[src/rtl/ef_i2s_apb.sv]
// I2S receiver that masters sck/ws and feeds a 32-bit RX FIFO. Registers, FIFO
// and interrupt status are exposed on a zero-wait-state APB slave.
`timescale 1ns/1ps
module ef_i2s_apb #(
  parameter int FIFO_AW = 4
) (
  input  logic        PCLK,
  input  logic        PRESETn,
  input  logic [31:0] PADDR,
  input  logic        PWRITE,
  input  logic        PSEL,
  input  logic        PENABLE,
  input  logic [31:0] PWDATA,
  output logic [31:0] PRDATA,
  output logic        PREADY,
  output logic        sck,
  output logic        ws,
  input  logic        sdi,
  output logic        IRQ
);
  localparam int DEPTH = 1 << FIFO_AW;

  localparam logic [15:0] A_RXDATA = 16'h0000;
  localparam logic [15:0] A_PR     = 16'h0004;
  localparam logic [15:0] A_CTRL   = 16'h0008;
  localparam logic [15:0] A_CFG    = 16'h000C;
  localparam logic [15:0] A_LEVEL  = 16'h0010;
  localparam logic [15:0] A_THR    = 16'h0014;
  localparam logic [15:0] A_FLUSH  = 16'h0018;
  localparam logic [15:0] A_IM     = 16'hFF00;
  localparam logic [15:0] A_MIS    = 16'hFF04;
  localparam logic [15:0] A_RIS    = 16'hFF08;
  localparam logic [15:0] A_IC     = 16'hFF0C;

  logic [15:0] addr;
  logic        wr_en;
  logic        rd_en;

  assign addr   = PADDR[15:0];
  assign wr_en  = PSEL & PENABLE & PWRITE;
  assign rd_en  = PSEL & PENABLE & ~PWRITE;
  assign PREADY = 1'b1;

  logic unused_bits;
  assign unused_bits = ^{PADDR[31:16], PWDATA[31:16]};

  logic [15:0] pr;
  logic        en;
  logic [9:0]  cfg;
  logic [3:0]  thr;
  logic [2:0]  im;
  logic [2:0]  ris;

  // NOTE: sequential state uses non-blocking assignments so every flop samples pre-edge values.
  always_ff @(posedge PCLK or posedge PRESETn) begin
    if (PRESETn) begin
      pr  <= '0;
      en  <= 1'b0;
      cfg <= 10'h203;
      thr <= '0;
      im  <= '0;
    end else if (wr_en) begin
      case (addr)
        A_PR:    pr  <= PWDATA[15:0];
        A_CTRL:  en  <= PWDATA[0];
        A_CFG:   cfg <= PWDATA[9:0];
        A_THR:   thr <= PWDATA[3:0];
        A_IM:    im  <= PWDATA[2:0];
        default: ;
      endcase
    end
  end

  // Bit clock, frame position and serial capture
  logic [15:0] div_cnt;
  logic        tick;
  logic        sck_rise;
  logic        sck_fall;
  logic [5:0]  bit_cnt;
  logic [5:0]  bit_cnt_inc;
  logic [5:0]  data_idx;
  logic [4:0]  pos;
  logic        primed;
  logic [5:0]  size;
  logic [4:0]  msb_idx;
  logic        capture;
  logic        push_req;
  logic [31:0] shreg;
  logic [31:0] shreg_nx;
  logic [31:0] sample;
  logic [31:0] push_word;

  // >= rather than == so a PR shrunk below the running count takes effect at once.
  assign tick        = en & (div_cnt >= pr);
  assign sck_rise    = tick & ~sck;
  assign sck_fall    = tick & sck;
  assign bit_cnt_inc = bit_cnt + 6'd1;
  // One-bit I2S delay: the rise in period k carries bit k-1 of the frame.
  assign data_idx    = bit_cnt - 6'd1;
  assign pos         = data_idx[4:0];
  assign size        = (cfg[9:4] == 6'd0 || cfg[9:4] > 6'd32) ? 6'd32 : cfg[9:4];
  assign msb_idx     = 5'(size - 6'd1);
  assign capture     = {1'b0, pos} < size;
  assign shreg_nx    = (pos == 5'd0) ? {31'd0, sdi} : {shreg[30:0], sdi};
  assign sample      = capture ? shreg_nx : shreg;
  assign push_req    = sck_rise & primed & (pos == 5'd31) & (data_idx[5] ? cfg[1] : cfg[0]);

  // NOTE: combinational blocks assign every output a default first so no latch is inferred.
  always_comb begin
    push_word = sample;
    if (cfg[3])
      push_word = sample << (6'd32 - size);
    else if (cfg[2] && sample[msb_idx])
      push_word = sample | (32'hFFFF_FFFF << size);
  end

  always_ff @(posedge PCLK or posedge PRESETn) begin
    if (PRESETn) begin
      div_cnt <= '0;
      sck     <= 1'b0;
      ws      <= 1'b0;
      bit_cnt <= '0;
      primed  <= 1'b0;
      shreg   <= '0;
    end else if (!en) begin
      div_cnt <= '0;
      sck     <= 1'b0;
      ws      <= 1'b0;
      bit_cnt <= '0;
      primed  <= 1'b0;
    end else begin
      div_cnt <= tick ? 16'd0 : div_cnt + 16'd1;
      if (tick) sck <= ~sck;
      if (sck_fall) begin
        bit_cnt <= bit_cnt_inc;
        ws      <= bit_cnt_inc[5];
      end
      if (sck_rise) begin
        if (pos == 5'd0) primed <= 1'b1;
        if (capture) shreg <= shreg_nx;
      end
    end
  end

  // RX FIFO
  logic [31:0]        mem [DEPTH];
  logic [FIFO_AW-1:0] wr_ptr;
  logic [FIFO_AW-1:0] rd_ptr;
  logic [FIFO_AW:0]   level;
  logic               empty;
  logic               full;
  logic               flush;
  logic               pop;
  logic               push;

  assign empty = (level == '0);
  assign full  = (level == (FIFO_AW+1)'(DEPTH));
  assign flush = wr_en & (addr == A_FLUSH) & PWDATA[0];
  assign pop   = rd_en & (addr == A_RXDATA) & ~empty;
  assign push  = push_req & ~full & ~flush;

  // NOTE: storage has no reset; level and pointers alone define which words are valid.
  always_ff @(posedge PCLK) begin
    if (push) mem[wr_ptr] <= push_word;
  end

  always_ff @(posedge PCLK or posedge PRESETn) begin
    if (PRESETn) begin
      wr_ptr <= '0;
      rd_ptr <= '0;
      level  <= '0;
    end else if (flush) begin
      wr_ptr <= '0;
      rd_ptr <= '0;
      level  <= '0;
    end else begin
      if (push) wr_ptr <= wr_ptr + FIFO_AW'(1);
      if (pop)  rd_ptr <= rd_ptr + FIFO_AW'(1);
      case ({push, pop})
        2'b10:   level <= level + (FIFO_AW+1)'(1);
        2'b01:   level <= level - (FIFO_AW+1)'(1);
        default: ;
      endcase
    end
  end

  // Sticky raw status; a condition present this cycle beats a same-cycle clear.
  logic [2:0] ris_set;
  logic [2:0] ris_clr;

  assign ris_set = {full, empty, int'(level) > int'(thr)};
  assign ris_clr = (wr_en && addr == A_IC) ? PWDATA[2:0] : 3'b000;

  always_ff @(posedge PCLK or posedge PRESETn) begin
    if (PRESETn) begin
      ris <= '0;
      IRQ <= 1'b0;
    end else begin
      ris <= (ris & ~ris_clr) | ris_set;
      IRQ <= |(ris & im);
    end
  end

  always_comb begin
    PRDATA = '0;
    case (addr)
      A_RXDATA: PRDATA = empty ? 32'd0 : mem[rd_ptr];
      A_PR:     PRDATA = {16'd0, pr};
      A_CTRL:   PRDATA = {31'd0, en};
      A_CFG:    PRDATA = {22'd0, cfg};
      A_LEVEL:  PRDATA = 32'(level);
      A_THR:    PRDATA = {28'd0, thr};
      A_IM:     PRDATA = {29'd0, im};
      A_MIS:    PRDATA = {29'd0, ris & im};
      A_RIS:    PRDATA = {29'd0, ris};
      default:  ;
    endcase
  end

endmodule

[config.mk]
export PLATFORM = sky130hd
export DESIGN_NAME = ef_i2s_apb
export DESIGN_NICKNAME = d
export VERILOG_FILES = /design/src/rtl/ef_i2s_apb.sv
export SDC_FILE = /design/constraint.sdc
export NUM_CORES = 1
export LEC_CHECK = 0
export ABC_CLOCK_PERIOD_IN_PS = 18400
export BUFFER_PORTS_ARGS = -buffer_cell sky130_fd_sc_hd__clkbuf_2
export CORE_UTILIZATION = 45
export CTS_BUF_LIST = sky130_fd_sc_hd__clkbuf_2
export CTS_CLUSTER_SIZE = 10
export DETAILED_ROUTE_END_ITERATION = 16
export HOLD_SLACK_MARGIN = 0.05
export PLACE_DENSITY_LB_ADDON = 0.1
export SYNTH_ARGS = -nofsm -noshare
export SYNTH_HDL_FRONTEND = slang
export SYNTH_SLANG_ARGS = --single-unit
export TNS_END_PERCENT = 30
[constraint.sdc]
create_clock -name PCLK -period 18.4 [get_ports PCLK]
set_clock_uncertainty 0.15 [all_clocks]
set_input_delay 3.68 -clock PCLK [delete_from_list [all_inputs] [get_ports PCLK]]
set_output_delay 3.68 -clock PCLK [all_outputs]
set_load 0.1 [all_outputs]
==> impl_metrics.json, run 1 <==
{
  "final_common_cell": "edfxtp_1",
  "rsz0062_at_grt": "false",
  "worstHoldEndpoint": "primed$_DFFE_PP0P_",
  "worstMarginPinSlew_ns": 1.38,
  "clk_pin_slew_ns": 0.09,
  "fillCellCount": 5411,
  "rows": 91,
  "tns_ns": 0,
  "start_kind": "input port",
  "p_leak_uw": 0.0112,
  "worstHoldPathType": "register to register",
  "hold_depth": 2,
  "ys_ff_latch": 619,
  "die_area_um2": 64200,
  "die_y_um": 253,
  "h-tree-depth": 4,
  "mappedNetlistNets": 2040,
  "vias_per_cell": 6.02,
  "overflow": 0,
  "min_period_ns": 10.38,
  "critPathLaunch": "PADDR[4]",
  "dp_slack_ns": 8.04,
  "r2r_slack_ns": 11.91,
  "multi_input_area_um2": 9690,
  "setup_viol": 0,
  "clk-insertion-delay-late_ns": 1.33,
  "status": "completed",
  "wirelength_um": 81300,
  "hpwlAfterDp_um": 49100,
  "gp_congestion": 0.915,
  "setup_slack_ns": 8.02,
  "fin_nets": 2211,
  "async_flop_share": 0.173,
  "vdd_drop_max_v": 0.0000504,
  "path_max_fanout": 17,
  "fmax_mhz": 96.3,
  "cp_data_required_time_ns": 14.57,
  "powerDensity_nw_per_um2": 77.9,
  "layout_common_cells": "edfxtp_1, clkbuf_2, nand2_1, mux4_2, nor2_1",
  "cts_tree": "built",
  "final_antenna_net_count": 0,
  "placed_cell_area_um2": 29900,
  "antenna_found_initial": 3,
  "r2r_cells": 13,
  "netlist_instances": 1928,
  "drtIter0Drc": 1844,
  "drt_pre_antenna_iters": 6,
  "clockBufferDepth": 3,
  "worstPathArrival_ns": 6.55,
  "io_buffers": 72,
  "drc": 0,
  "report.final.slew_viol_count": 0,
  "detail_route.wl_per_cell_um": 26.7,
  "ys_types": 79,
  "hold_viol_final": 0,
  "synth_ff_type": "edfxtp_1",
  "grt_pass1_wl_um": 120000,
  "crit_path_end_kind": "output port",
  "seqCellArea_um2": 18100,
  "worstSetupPathType": "input port to output port",
  "postCtsSetupBuffers": 0,
  "vias": 18400,
  "grt_max_degree": 65,
  "avgSynthCellArea_um2": 14.7,
  "hold_buffers": 0,
  "syn_area_um2": 28400,
  "min_from": "primed$_DFFE_PP0P_",
  "area_growth_pct": 10.0,
  "drive_gt1_frac": 0.275,
  "fp.coreArea_um2": 62100,
  "ctsResizeCount": 0,
  "dieWidth_um": 253,
  "regToRegEndpoint": "mem[1][6]$_DFFE_PP_",
  "slew_headroom": 0.0793,
  "yosys_warnings": 0,
  "timing.rr.start": "cfg[9]$_DFFE_PP1P_",
  "cts_buffers": 162,
  "clockRootBuffer": "clkbuf_2",
  "cap_violations": 0,
  "final.period_utilization": 0.564,
  "initial_utilization": 0.458,
  "synth_edf_count": 512,
  "grt_usage": 0.261,
  "yosysSeqAreaShare": 0.635,
  "design_area_um2": 31300,
  "grt_pass1_vias": 18300,
  "io_pins": 106,
  "cts.sinks": 619
}
[cells by family (layout without fill, tap and decap cells)]
group | Yosys count | count (layout) | share of synthesized area
flip-flops | 619 | 619 | 0.635
AND/OR/NAND/NOR | 493 | 493 | 0.0810
AO/OA/AOI/OAI | 344 | 344 | 0.0816
multiplexers | 205 | 205 | 0.146
buffers and inverters | 191 | 473 | 0.0275
adder cells (fa/ha/maj) | 42 | 42 | 0.0188
XOR/XNOR | 33 | 33 | 0.0102
other | 1 | 4 | 0.000132
[how the worst max path moves through the flow]
stage                 endpoint
floorplan            PRDATA[6]
global placement     PRDATA[1]
detailed placement  PRDATA[23]
CTS                 PRDATA[17]
global route        PRDATA[17]
finish              PRDATA[23]
[cell usage after synthesis, drive strengths merged, types with 4 or more instances]
library cell	count	area (um2)
edfxtp	512	15400
nand2	176	661
mux4	165	3720
nor2	122	458
dfrtp	104	2600
o21ai	100	500
clkbuf	90	338
a21oi	65	325
inv	65	244
ha	41	513
nand3	39	200
buf	34	191
nor3	31	155
mux2i	24	240
nor2b	24	150
a211oi	23	173
and2	22	143
and3	21	131
xor2	19	166
mux2	16	180
a222oi	15	150
a21o	14	105
nand4	14	87.6
o22ai	14	93.8
xnor2	14	123
a22oi	13	97.6
nor4	12	75.1
a221o	10	100
a221oi	10	93.8
a31oi	10	62.6
a32o	9	90.1
nand2b	8	50.1
or3	7	43.8
o221ai	6	52.6
a2111oi	5	43.8
a211o	5	43.8
o32ai	5	43.8
a22o	4	35.0
nor3b	4	30.0
o2111ai	4	35.0
o21a	4	30.0
o31a	4	35.0
or2	4	25.0
[final cells by class]
| type | count | share of cell area |
|---|---|---|
| flip-flops and latches | 619 | 0.578 |
| multi-input cells | 1118 | 0.310 |
| clock buffers | 236 | 0.0378 |
| well taps | 837 | 0.0335 |
| repair buffers | 131 | 0.0257 |
| inverters | 67 | 0.00812 |
| clock inverters | 39 | 0.00712 |
| diodes | 3 | 0.000240 |
[through the flow]
stage | power (uW) | std cells | hold slack [ns] | utilization
after detailed placement | 1540 | 2772 | 0.345 | 0.481
final | 2430 | 3050 | 0.366 | 0.504
after floorplan | 1540 | 1928 | 0.316 | -
after global placement | 1540 | 2772 | 0.335 | 0.481
after CTS | 2470 | 3047 | 0.366 | 0.504
after global routing | 2540 | 3050 | 0.390 | 0.504
[state kept, by name, indices dropped and copies added (netlist names)]
signal,flops
sck,1
wr_ptr,4
im,3
level,5
thr,4
bit_cnt,5
ris,3
cfg,10
ws,1
IRQ,1
primed,1
rd_ptr,4
en,1
mem,512
div_cnt,16
shreg,32
pr,16
[worst max-delay path, cell delays in order]
cell	delay (ns)
clkbuf_2	0.11
nor4_1	0.68
and2_0	0.44
nand3_1	0.53
buf_4	0.42
nor2b_1	0.18
clkbuf_2	0.48
[power by group]
group | internal, uW | switching [uW] | total, uW
registers | 1500 | 0.344 | 1500
clock network | 360 | 561 | 921
logic | 4.07 | 11.9 | 16.0
total | 1860 | 573 | 2430
[routing by layer]
layer  global-route usage  share of wire
met1                0.355           0.42
met2                0.401           0.47
met3               0.0714          0.085
met4               0.0975          0.026
met5                    0              0
(Power assumes the default switching activity.)
==> run 2, diff against run 1 <==
Settings changed: ABC_AREA set to 1, ABC_CLOCK_PERIOD_IN_PS 18400 to 10300.
Clock period 18.4 ns to 10.3 ns, I/O delays scaled along.
==> run 2 against run 1 <==
  * Design area grew 1.7%
  * Setup slack worse by 5.2 ns
  * Critical path depth grew 3
  * Sequential power rose by 78%
  * Core utilization shrank 0.96 points
  * Register-to-register slack worse by 7.3 ns
  * Clock-buffer cell count down 10
  * Hold slack lost 0.026 ns
  * Area after synthesis rose by 2.9%
  * Non-clock buffer count shrank 17
  * Total power rose by 80%
  * Critical path type unchanged
  * Largest power group unchanged
==> impl_metrics.json, run 2 <==
{
  "netlist.area_leader.share": 0.526,
  "wirelength_um": 88300,
  "rows": 93,
  "min_period_ns": 7.50,
  "largest-register": "mem",
  "final_common_cell": "nand2_1",
  "clockRootBuffer": "clkbuf_2",
  "dieWidth_um": 257,
  "worstSetupPathType": "input port to output port",
  "cts.sinks": 619,
  "grt_pass1_wl_um": 134000,
  "slew_headroom": 0.261,
  "syn_area_um2": 29200,
  "largest_reg_flops": 512,
  "area_growth_pct": 8.76,
  "synth_area_leader_cell": "edfxtp_1",
  "gp_congestion": 0.882,
  "final.period_utilization": 0.728,
  "synth_edf_count": 512,
  "clockPowerShare": 0.382,
  "initial_utilization": 0.454,
  "postCtsSetupBuffers": 0,
  "yosysSeqAreaShare": 0.617,
  "hold_buffers": 0,
  "netlist_instances": 2959,
  "cts_tree": "built",
  "worstHoldPathType": "register to register",
  "die_y_um": 257,
  "io_buffers": 72,
  "cap_violations": 0,
  "grt_max_degree": 120,
  "detail_route.wl_per_cell_um": 21.9,
  "powerDensity_nw_per_um2": 137,
  "grt_usage": 0.270,
  "seqCellArea_um2": 18100,
  "p_leak_uw": 0.0128,
  "ys_ff_latch": 619,
  "worstPathArrival_ns": 5.29,
  "mappedNetlistNets": 3071,
  "cp_data_required_time_ns": 8.09,
  "clockBufferDepth": 3,
  "tns_ns": 0,
  "yosys-top-cells-area": "edfxtp_1, dfrtp_1, nand2_1",
  "hold_viol_final": 0,
  "drtIter0Drc": 2007,
  "synth_most_common_cell": "nand2_1",
  "h-tree-depth": 4,
  "grt_pass1_vias": 21900,
  "async_flop_share": 0.173,
  "fmax_mhz": 133,
  "p_int_uw": 3350,
  "fp.coreArea_um2": 64300,
  "worstMarginPinSlew_ns": 1.11,
  "avgSynthCellArea_um2": 9.88,
  "drive_gt1_frac": 0.143,
  "drt_pre_antenna_iters": 8,
  "ctsResizeCount": 0,
  "multi_input_area_um2": 9860,
  "seqPwrFrac": 0.612,
  "setup_slack_ns": 2.80,
  "path_max_fanout": 18,
  "synth_ff_type": "edfxtp_1",
  "rsz0062_at_grt": "false",
  "p_sw_frac": 0.235,
  "fin_nets": 3172,
  "final_core_util": 0.494,
  "cts_buffers": 161,
  "vias_per_cell": 5.62,
  "status": "completed",
  "die_area_um2": 66000,
  "dp_slack_ns": 2.78,
  "synth_common_cells": "nand2_1, edfxtp_1, o21ai_0",
  "layout_common_cells": "nand2_1, edfxtp_1, o21ai_0, nor2_1, clkbuf_2",
  "vdd_drop_max_v": 0.0000943,
  "drc": 0,
  "largestRegisters": "mem: 512 flops, shreg: 32 flops",
  "fillCellCount": 6081,
  "report.final.slew_viol_count": 0,
  "setup_viol": 0,
  "io_pins": 106,
  "netSwitchingPower_uw": 1030,
  "vias": 22600,
  "p_comb_frac": 0.006,
  "final_antenna_net_count": 0,
  "yosys_warnings": 0,
  "clk_pin_slew_ns": 0.08,
  "antenna_found_initial": 2,
  "ys_types": 58,
  "clk-insertion-delay-late_ns": 1.32,
  "overflow": 0,
  "hpwlAfterDp_um": 52200,
  "crit_path_end_kind": "output port",
  "start_kind": "input port"
}
run 2: cell types whose count changed after synthesis, moves of 20 or more:
cell,previous run,this run
mux2i_1,24,0
nor2b_1,24,0
nand3_2,1,35
o21ai_0,99,351
nor2_1,122,348
o22ai_1,13,122
clkbuf_1,90,123
a211oi_1,23,3
nand2_1,176,617
and3_1,21,1
mux4_2,165,0
inv_1,64,177
nand3_1,38,247
run 2: kinds of logic after synthesis:
group                      synth area share
muxes                               0.00231
xor gates and xnor gates            0.00415
other                              0.000128
buffers and inverters                0.0496
DFF                                   0.617
and+or+nand+nor                       0.192
AOI/OAI and AO/OA                     0.116
adders and majority gates            0.0182
run 2: critical path, stage by stage:
cell and delay (ns):
clkbuf_2 0.08, nor2_1 0.09, inv_1 0.06, nor3_1 0.41
nand4_1 0.63, inv_1 0.56, buf_4 0.39, nand2_1 0.09
a31oi_1 0.36, clkbuf_2 0.54
run 2: area by class of cell:
type	instances	share of cell area
sequential	619	0.568
multi-input combinational	1978	0.310
clock buffer	226	0.0356
tap	855	0.0336
inverter	186	0.0222
timing repair buffer	114	0.0216
clock inverter	41	0.00838
antenna	5	0.000393
run 2: power groups by stage:
stage / clock [uW] / sequential, uW / combinational (uW)
final: 1670 / 2670 / 28.4
after global routing: 1840 / 2670 / 32.6
after CTS: 1720 / 2670 / 29.2
after detailed placement: 0 / 2730 / 29.1
after global placement: 0 / 2730 / 29.2
after floorplan: 0 / 2730 / 15.0
run 2: stage by stage:
| step | std cells | hold WS, ns | cell area (um2) | power (uW) |
|---|---|---|---|---|
| 2_1_floorplan | 2959 | 0.303 | 29200 | 2750 |
| 3_3_place_gp | 3752 | 0.318 | 30400 | 2760 |
| 3_5_place_dp | 3752 | 0.323 | 30400 | 2760 |
| 4_1_cts | 4019 | 0.342 | 31800 | 4420 |
| 5_1_grt | 4023 | 0.370 | 31800 | 4550 |
| 6_report | 4024 | 0.341 | 31800 | 4370 |
run 2: path summary, 6_finish.rpt:
kind / cells past startpoint / endpoint / slack [ns] / from
worst max register to register: 21 / mem[11][26]$_DFFE_PP_ / 4.66 / cfg[4]$_DFFE_PP0P_
worst max-delay path: 10 / PRDATA[20] / 2.80 / PADDR[7]
min in group asynchronous: 2 / IRQ$_DFF_PP0_ / 0.63 / PRESETn
max in group asynchronous: 3 / shreg[26]$_DFFE_PP0P_ / 8.02 / PRESETn
worst min-delay path: 1 / div_cnt[0]$_DFF_PP0_ / 0.34 / div_cnt[0]$_DFF_PP0_
worst min register to register: 1 / div_cnt[0]$_DFF_PP0_ / 0.34 / div_cnt[0]$_DFF_PP0_
run 2: routing by layer:
| layer | up-vias | routed length, um | GRT usage |
|---|---|---|---|
| li1 | 10600 | - | - |
| met1 | 11100 | 38900 | 0.372 |
| met2 | 800 | 41800 | 0.434 |
| met3 | 120 | 5610 | 0.0434 |
| met4 | 0 | 1890 | 0.0934 |
| met5 | - | 0 | 0 |
